File: config.mk
export PLATFORM = sky130hd
export DESIGN_NAME = rf_wb_arbiter
export DESIGN_NICKNAME = d
export VERILOG_FILES = /design/src/rtl/rf_wb_pkg.sv /design/src/rtl/rf_wb_starve_ctr.sv /design/src/rtl/rf_wb_arbiter.sv
export SDC_FILE = /design/constraint.sdc
export NUM_CORES = 1
export LEC_CHECK = 0
export BUFFER_PORTS_ARGS = -buffer_cell sky130_fd_sc_hd__buf_2
export CORE_MARGIN = 2
export CORE_UTILIZATION = 28
export CTS_CLUSTER_SIZE = 25
export DETAILED_ROUTE_END_ITERATION = 16
export PLACE_DENSITY_LB_ADDON = 0.05
export SLEW_MARGIN = 20
export SYNTH_ARGS = -nofsm -noshare
export SYNTH_HDL_FRONTEND = slang
export SYNTH_SLANG_ARGS = --single-unit
File: constraint.sdc
create_clock -name r_clk -period 1.9 [get_ports r_clk]
set_input_delay 0.19 -clock r_clk [delete_from_list [all_inputs] [get_ports r_clk]]
set_output_delay 0.19 -clock r_clk [all_outputs]
set_load 0.005 [all_outputs]
File: src/rtl/rf_wb_pkg.sv
// -----------------------------------------------------------------------------
// rf_wb_pkg
// Shared definitions for the register-file writeback arbiter.
//   - gnt_e     : grant encoding (GNT_NONE / GNT_ALU / GNT_LSU)
//   - STALL_W   : width of the exported stall counter
// Optional feature macro used by the arbiter: RF_WB_STARVE_GUARD_EN.
// -----------------------------------------------------------------------------
package rf_wb_pkg;

    localparam int STALL_W = 16;

    typedef enum logic [1:0] {
        GNT_NONE = 2'd0,
        GNT_ALU  = 2'd1,
        GNT_LSU  = 2'd2
    } gnt_e;

endpackage : rf_wb_pkg

File: src/rtl/rf_wb_starve_ctr.sv
// -----------------------------------------------------------------------------
// rf_wb_starve_ctr
// Counts consecutive cycles in which the ALU requested but was not granted.
// When the count reaches STARVE_MAX the force flag is raised, letting the ALU
// win over the LSU for one cycle. Only instantiated when RF_WB_STARVE_GUARD_EN
// is defined.
// Ports:
//   clk        in  : clock
//   rst        in  : synchronous active-high reset
//   alu_valid  in  : ALU request
//   alu_ready  in  : ALU grant this cycle
//   force_alu  out : ALU must win this cycle (from registered count only)
// -----------------------------------------------------------------------------
module rf_wb_starve_ctr #(
    parameter int STARVE_MAX = 4
) (
    input  logic clk,
    input  logic rst,
    input  logic alu_valid,
    input  logic alu_ready,
    output logic force_alu
);
    import rf_wb_pkg::*;

    localparam int SW = $clog2(STARVE_MAX + 1);

    logic [SW-1:0] starve_q;
    logic [SW-1:0] starve_d;

    // Force depends only on the registered count, so there is no
    // combinational path back from alu_ready.
    assign force_alu = (starve_q == SW'(STARVE_MAX));

    always_comb begin
        starve_d = starve_q;
        if (!alu_valid || alu_ready) begin
            // An ALU transfer (including the forced one) or an idle ALU
            // ends the losing streak.
            starve_d = '0;
        end else if (starve_q != SW'(STARVE_MAX)) begin
            starve_d = starve_q + 1'b1;
        end
    end

    always_ff @(posedge clk) begin
        if (rst) begin
            starve_q <= '0;
        end else begin
            starve_q <= starve_d;
        end
    end

endmodule : rf_wb_starve_ctr

File: src/rtl/rf_wb_arbiter.sv
// -----------------------------------------------------------------------------
// rf_wb_arbiter
// Shares the single register-file write port between the ALU writeback path
// and the LSU load-return path. LSU has fixed priority; one write per cycle.
// Writes to x0 are accepted but dropped (rf_we stays 0 for that slot).
// Outputs to the register file are registered (1-cycle accept-to-write).
// Optional starvation guard: define RF_WB_STARVE_GUARD_EN to let the ALU win
// after STARVE_MAX consecutive losses.
// Ports:
//   r_clk, r_rst                  : clock, synchronous active-high reset
//   alu_valid/addr/data, alu_ready: ALU writeback handshake
//   lsu_valid/addr/data, lsu_ready: LSU writeback handshake
//   rf_we, rf_addr_rd, rf_data_rd : registered register-file write port
//   stall_cnt                     : saturating count of stalled cycles
// Handshake: a transfer happens when valid && ready; ready is combinational
// from the valids and internal state only, never from addr/data, and a
// requester holds valid/addr/data until it sees ready.
// -----------------------------------------------------------------------------
module rf_wb_arbiter #(
    parameter int DWIDTH     = 32,
    parameter int AWIDTH     = 5,
    parameter int STARVE_MAX = 4
) (
    input  logic              r_clk,
    input  logic              r_rst,
    input  logic              alu_valid,
    input  logic [AWIDTH-1:0] alu_addr,
    input  logic [DWIDTH-1:0] alu_data,
    output logic              alu_ready,
    input  logic              lsu_valid,
    input  logic [AWIDTH-1:0] lsu_addr,
    input  logic [DWIDTH-1:0] lsu_data,
    output logic              lsu_ready,
    output logic              rf_we,
    output logic [AWIDTH-1:0] rf_addr_rd,
    output logic [DWIDTH-1:0] rf_data_rd,
    output logic [15:0]       stall_cnt
);
    import rf_wb_pkg::*;

    gnt_e               gnt;
    logic               force_alu;
    logic               stalled;

    logic               rf_we_q,   rf_we_d;
    logic [AWIDTH-1:0]  rf_addr_q, rf_addr_d;
    logic [DWIDTH-1:0]  rf_data_q, rf_data_d;
    logic [STALL_W-1:0] stall_q,   stall_d;

`ifdef RF_WB_STARVE_GUARD_EN
    rf_wb_starve_ctr #(
        .STARVE_MAX (STARVE_MAX)
    ) u_starve_ctr (
        .clk       (r_clk),
        .rst       (r_rst),
        .alu_valid (alu_valid),
        .alu_ready (alu_ready),
        .force_alu (force_alu)
    );
`else
    logic unused_starve_max;
    assign unused_starve_max = (STARVE_MAX != 0);
    assign force_alu         = 1'b0;
`endif

    // Grant: LSU over ALU unless the guard forces an ALU win. Nothing is
    // granted while reset is asserted.
    always_comb begin
        gnt = GNT_NONE;
        if (!r_rst) begin
            if (alu_valid && force_alu) begin
                gnt = GNT_ALU;
            end else if (lsu_valid) begin
                gnt = GNT_LSU;
            end else if (alu_valid) begin
                gnt = GNT_ALU;
            end
        end
    end

    assign alu_ready = (gnt == GNT_ALU);
    assign lsu_ready = (gnt == GNT_LSU);
    assign stalled   = (alu_valid && !alu_ready) || (lsu_valid && !lsu_ready);

    always_comb begin
        rf_we_d   = 1'b0;
        rf_addr_d = rf_addr_q;
        rf_data_d = rf_data_q;
        case (gnt)
            GNT_ALU: begin
                rf_we_d   = (alu_addr != '0);
                rf_addr_d = alu_addr;
                rf_data_d = alu_data;
            end
            GNT_LSU: begin
                rf_we_d   = (lsu_addr != '0);
                rf_addr_d = lsu_addr;
                rf_data_d = lsu_data;
            end
            default: begin
                rf_we_d = 1'b0;
            end
        endcase

        stall_d = stall_q;
        if (stalled && (stall_q != '1)) begin
            stall_d = stall_q + 1'b1;
        end
    end

    always_ff @(posedge r_clk) begin
        if (r_rst) begin
            rf_we_q   <= 1'b0;
            rf_addr_q <= '0;
            rf_data_q <= '0;
            stall_q   <= '0;
        end else begin
            rf_we_q   <= rf_we_d;
            rf_addr_q <= rf_addr_d;
            rf_data_q <= rf_data_d;
            stall_q   <= stall_d;
        end
    end

    assign rf_we      = rf_we_q;
    assign rf_addr_rd = rf_addr_q;
    assign rf_data_rd = rf_data_q;
    assign stall_cnt  = stall_q;

endmodule : rf_wb_arbiter
==> flow_summary.toml <==
[clock_tree]
cts_root_buf = "clkbuf_8"
clock-sinks = 54
insertion_delay_ps = 300
cts_tree = "done"
numCtsBuffers = 5
cts_max_level = 2
hold_buffers = 0
post-cts-setup-buffer-count = 0
cts_buffer_depth = 2
cts_resized = 0
path_clk_slew_ps = 100

[job]
maxCapViolations = 0

[synthesis]
synth_top_family_by_area = "simple AND/OR/NAND/NOR gates"
synth_top_area_share_pct = 42.0
synthFlopType = "dfxtp_1"
async_reset_ff_share_pct = 0
syn_nets = 390
yosys.area_share.simple_pct = 20.6
synth-edff-count = 0
synthAdderAreaFrac_pct = 1.95
synthesis.yosys.warnings = 0
synth_compound_area_share_pct = 12.6
ys_seq_area_share_pct = 42.0
synth_seq_cells = 54
synthMuxAreaShare_pct = 14.8
synthXorXnorAreaFrac_pct = 4.09
synth_cells = 308
ys_types = 32
syn_avg_cell_area_sq_um = 8.35
synth_top_cell_by_area = "dfxtp_1"
synth.area.top_cells = "dfxtp_1 (42%), mux2i_1 (15%), nor2_1 (13%)"
synthesis.area_sq_mm = 0.00257

[detailed_routing]
ant_nets = 0
drt_pre_antenna_iters = 4
vias = 2551
drt_iter0_markers = 66
drc = 0
wirelength_microns = 6970
avgViaCountPerCell = 4.54
wl_per_cell_microns = 12.4

[power_and_ir_drop]
p_switching_uw = 622
p_comb_share_pct = 18.9
p_sw_share_pct = 25.1
leakage_nw = 1.77
power_frac_seq_pct = 49.4
clockPowerShare_pct = 31.7
intPower_mw = 1.86
peakVddDrop_v = 0.000255
powerDensity_mw_per_mm2 = 682

[cells_and_area]
drive_gt1_share_pct = 37.4
diodes = 0
final_util_pct = 41.2
synthToLayoutAreaGrowth_pct = 41.2
final_cell_mix = "buf_2 (133), nor2_1 (91), dfxtp_1 (54)"
final_common_cell = "buf_2"
nets = 536

[global_route]
overflow = 0
grt_start_max_net_pins = 30
gr-usage-all-layers_pct = 13.9
grt_pass1_wl_microns = 11200
grt_pass1_vias = 2411
antenna_found_initial = 0

[setup_path]
worstPathRequired_ps = 2090
cp_cell_sequence = "ha_1, nand3_1, or3_4, o211ai_1, xor2_1, nor2_1"
ff2ff_path_depth = 6
r2r-end = "stall_cnt[3]"
cp_slowest_stage_delay_ps = 470
slowest_stage = "or3_4"
crit_arrival_ps = 1850
ff2ff_setup_slack_ps = 240
worst-setup-path-type = "reg -> reg"
worst-path-max-fanout = 9
crit_path_start_kind = "flip-flop"
r2r_start = "stall_cnt[0]"
end_kind = "flip-flop"

[floorplanning]
die_h_microns = 99.8
die_area_sq_mm = 0.00997
die_w_microns = 99.8
core_sq_mm = 0.00881
pin_count = 134
num_rows = 34
initial_core_util_pct = 29.2

[sta]
rsz0062_at_grt = "no"
finalMaxSlewViolations = 0
tns_ps = 0
worst_slew_pin_slew_ps = 307
max_freq_ghz = 0.602
min_period_ps = 1660
skew_ps = 7.74
fin_crit_sh_pct = 87.4
slew_headroom_pct = 79.3
hold_viol = 0
finalSetupViolations = 0

[placement]
port_buffers = 133
gp_congestion = 0.873
dp_hpwl_microns = 5530

[min_path]
hold_end = "rf_data_rd[0]"
hp-start = "alu_data[0]"
holdPathStages = 5
min_path_type = "in -> reg"

[outcome]
status = "finished clean"
cell usage after synthesis, drive strengths merged (2+ instances only):
| cell type | count |
|---|---|
| nand2b | 4 |
| inv | 3 |
| xnor2 | 3 |
| nand3 | 5 |
| o21a | 2 |
| a21oi | 40 |
| a211oi | 3 |
| o21ai | 4 |
| ha | 4 |
| o211ai | 4 |
| nor2 | 91 |
| and3 | 5 |
| clkbuf | 12 |
| nand2 | 4 |
| or4 | 3 |
| mux2i | 38 |
| nand4 | 5 |
| buf | 7 |
| xor2 | 9 |
| dfxtp | 54 |
state kept, by name, summed over array words and instances, names as in the netlist:
name	count
stall_cnt	16
rf_addr_rd	5
rf_we	1
rf_data_rd	32
worst max-delay path: cells and delay by family (launching register included):
| family | cells | cell delay [ps] |
|---|---|---|
| compound gates | 1 | 210 |
| simple gates | 3 | 660 |
| flops | 1 | 340 |
| xor+xnor | 1 | 160 |
| fa+ha+maj | 1 | 170 |
cell type report:
cell class                 instances  area, sq um
clock buffer                       6         82.6
tap                              108          135
multi-input combinational        232         1400
timing repair buffer             158          891
fill                             952         5180
inverter                           3         11.3
sequential                        54         1080
clock inverter                     1         30.0
worst max path at each step:
stage	from	end	slack [ps]	cells after the start
5_1_grt	stall_cnt[1]	stall_cnt[9]	90	6
6_report	stall_cnt[0]	stall_cnt[3]	240	6
3_5_place_dp	lsu_valid	stall_cnt[10]	40	9
3_3_place_gp	lsu_valid	stall_cnt[10]	80	9
4_1_cts	stall_cnt[0]	stall_cnt[2]	120	6
2_1_floorplan	r_rst	stall_cnt[10]	30	9
cell families after synthesis:
group | Yosys count
simple gates | 121
compound gates | 57
flops | 54
mux | 38
buf+inv | 22
xor+xnor | 12
fa+ha+maj | 4
routing by layer:
| metal | GRT usage (%) | vias up | share of wire [%] |
|---|---|---|---|
| met5 | 0 | - | 0 |
| met4 | 4.11 | 0 | 1.1 |
| met3 | 3.97 | 8 | 6.5 |
| met2 | 23.1 | 78 | 46 |
| met1 | 17.7 | 1122 | 47 |
| li1 | - | 1343 | - |
stage by stage:
step / hold WS (ps) / instance area [sq um] / worst slack [ps] / power, mW / instances
6_report: 227 / 3630 / 240 / 2.48 / 562
5_1_grt: 237 / 3630 / 92.0 / 2.63 / 562
4_1_cts: 226 / 3620 / 116 / 2.53 / 562
3_5_place_dp: 472 / 3510 / 37.6 / 1.73 / 555
3_3_place_gp: 461 / 3510 / 84.7 / 1.72 / 555
2_1_floorplan: 439 / 2570 / 28.6 / 1.50 / 308
power groups by stage:
| stage | combinational (mW) | sequential (mW) | clock [mW] |
|---|---|---|---|
| after global placement | 0.476 | 1.25 | 0 |
| after floorplan | 0.238 | 1.26 | 0 |
| after CTS | 0.479 | 1.22 | 0.826 |
| after detailed placement | 0.479 | 1.25 | 0 |
| final | 0.468 | 1.22 | 0.786 |
| after global routing | 0.528 | 1.23 | 0.869 |
Power figures use the tool's default switching activity.
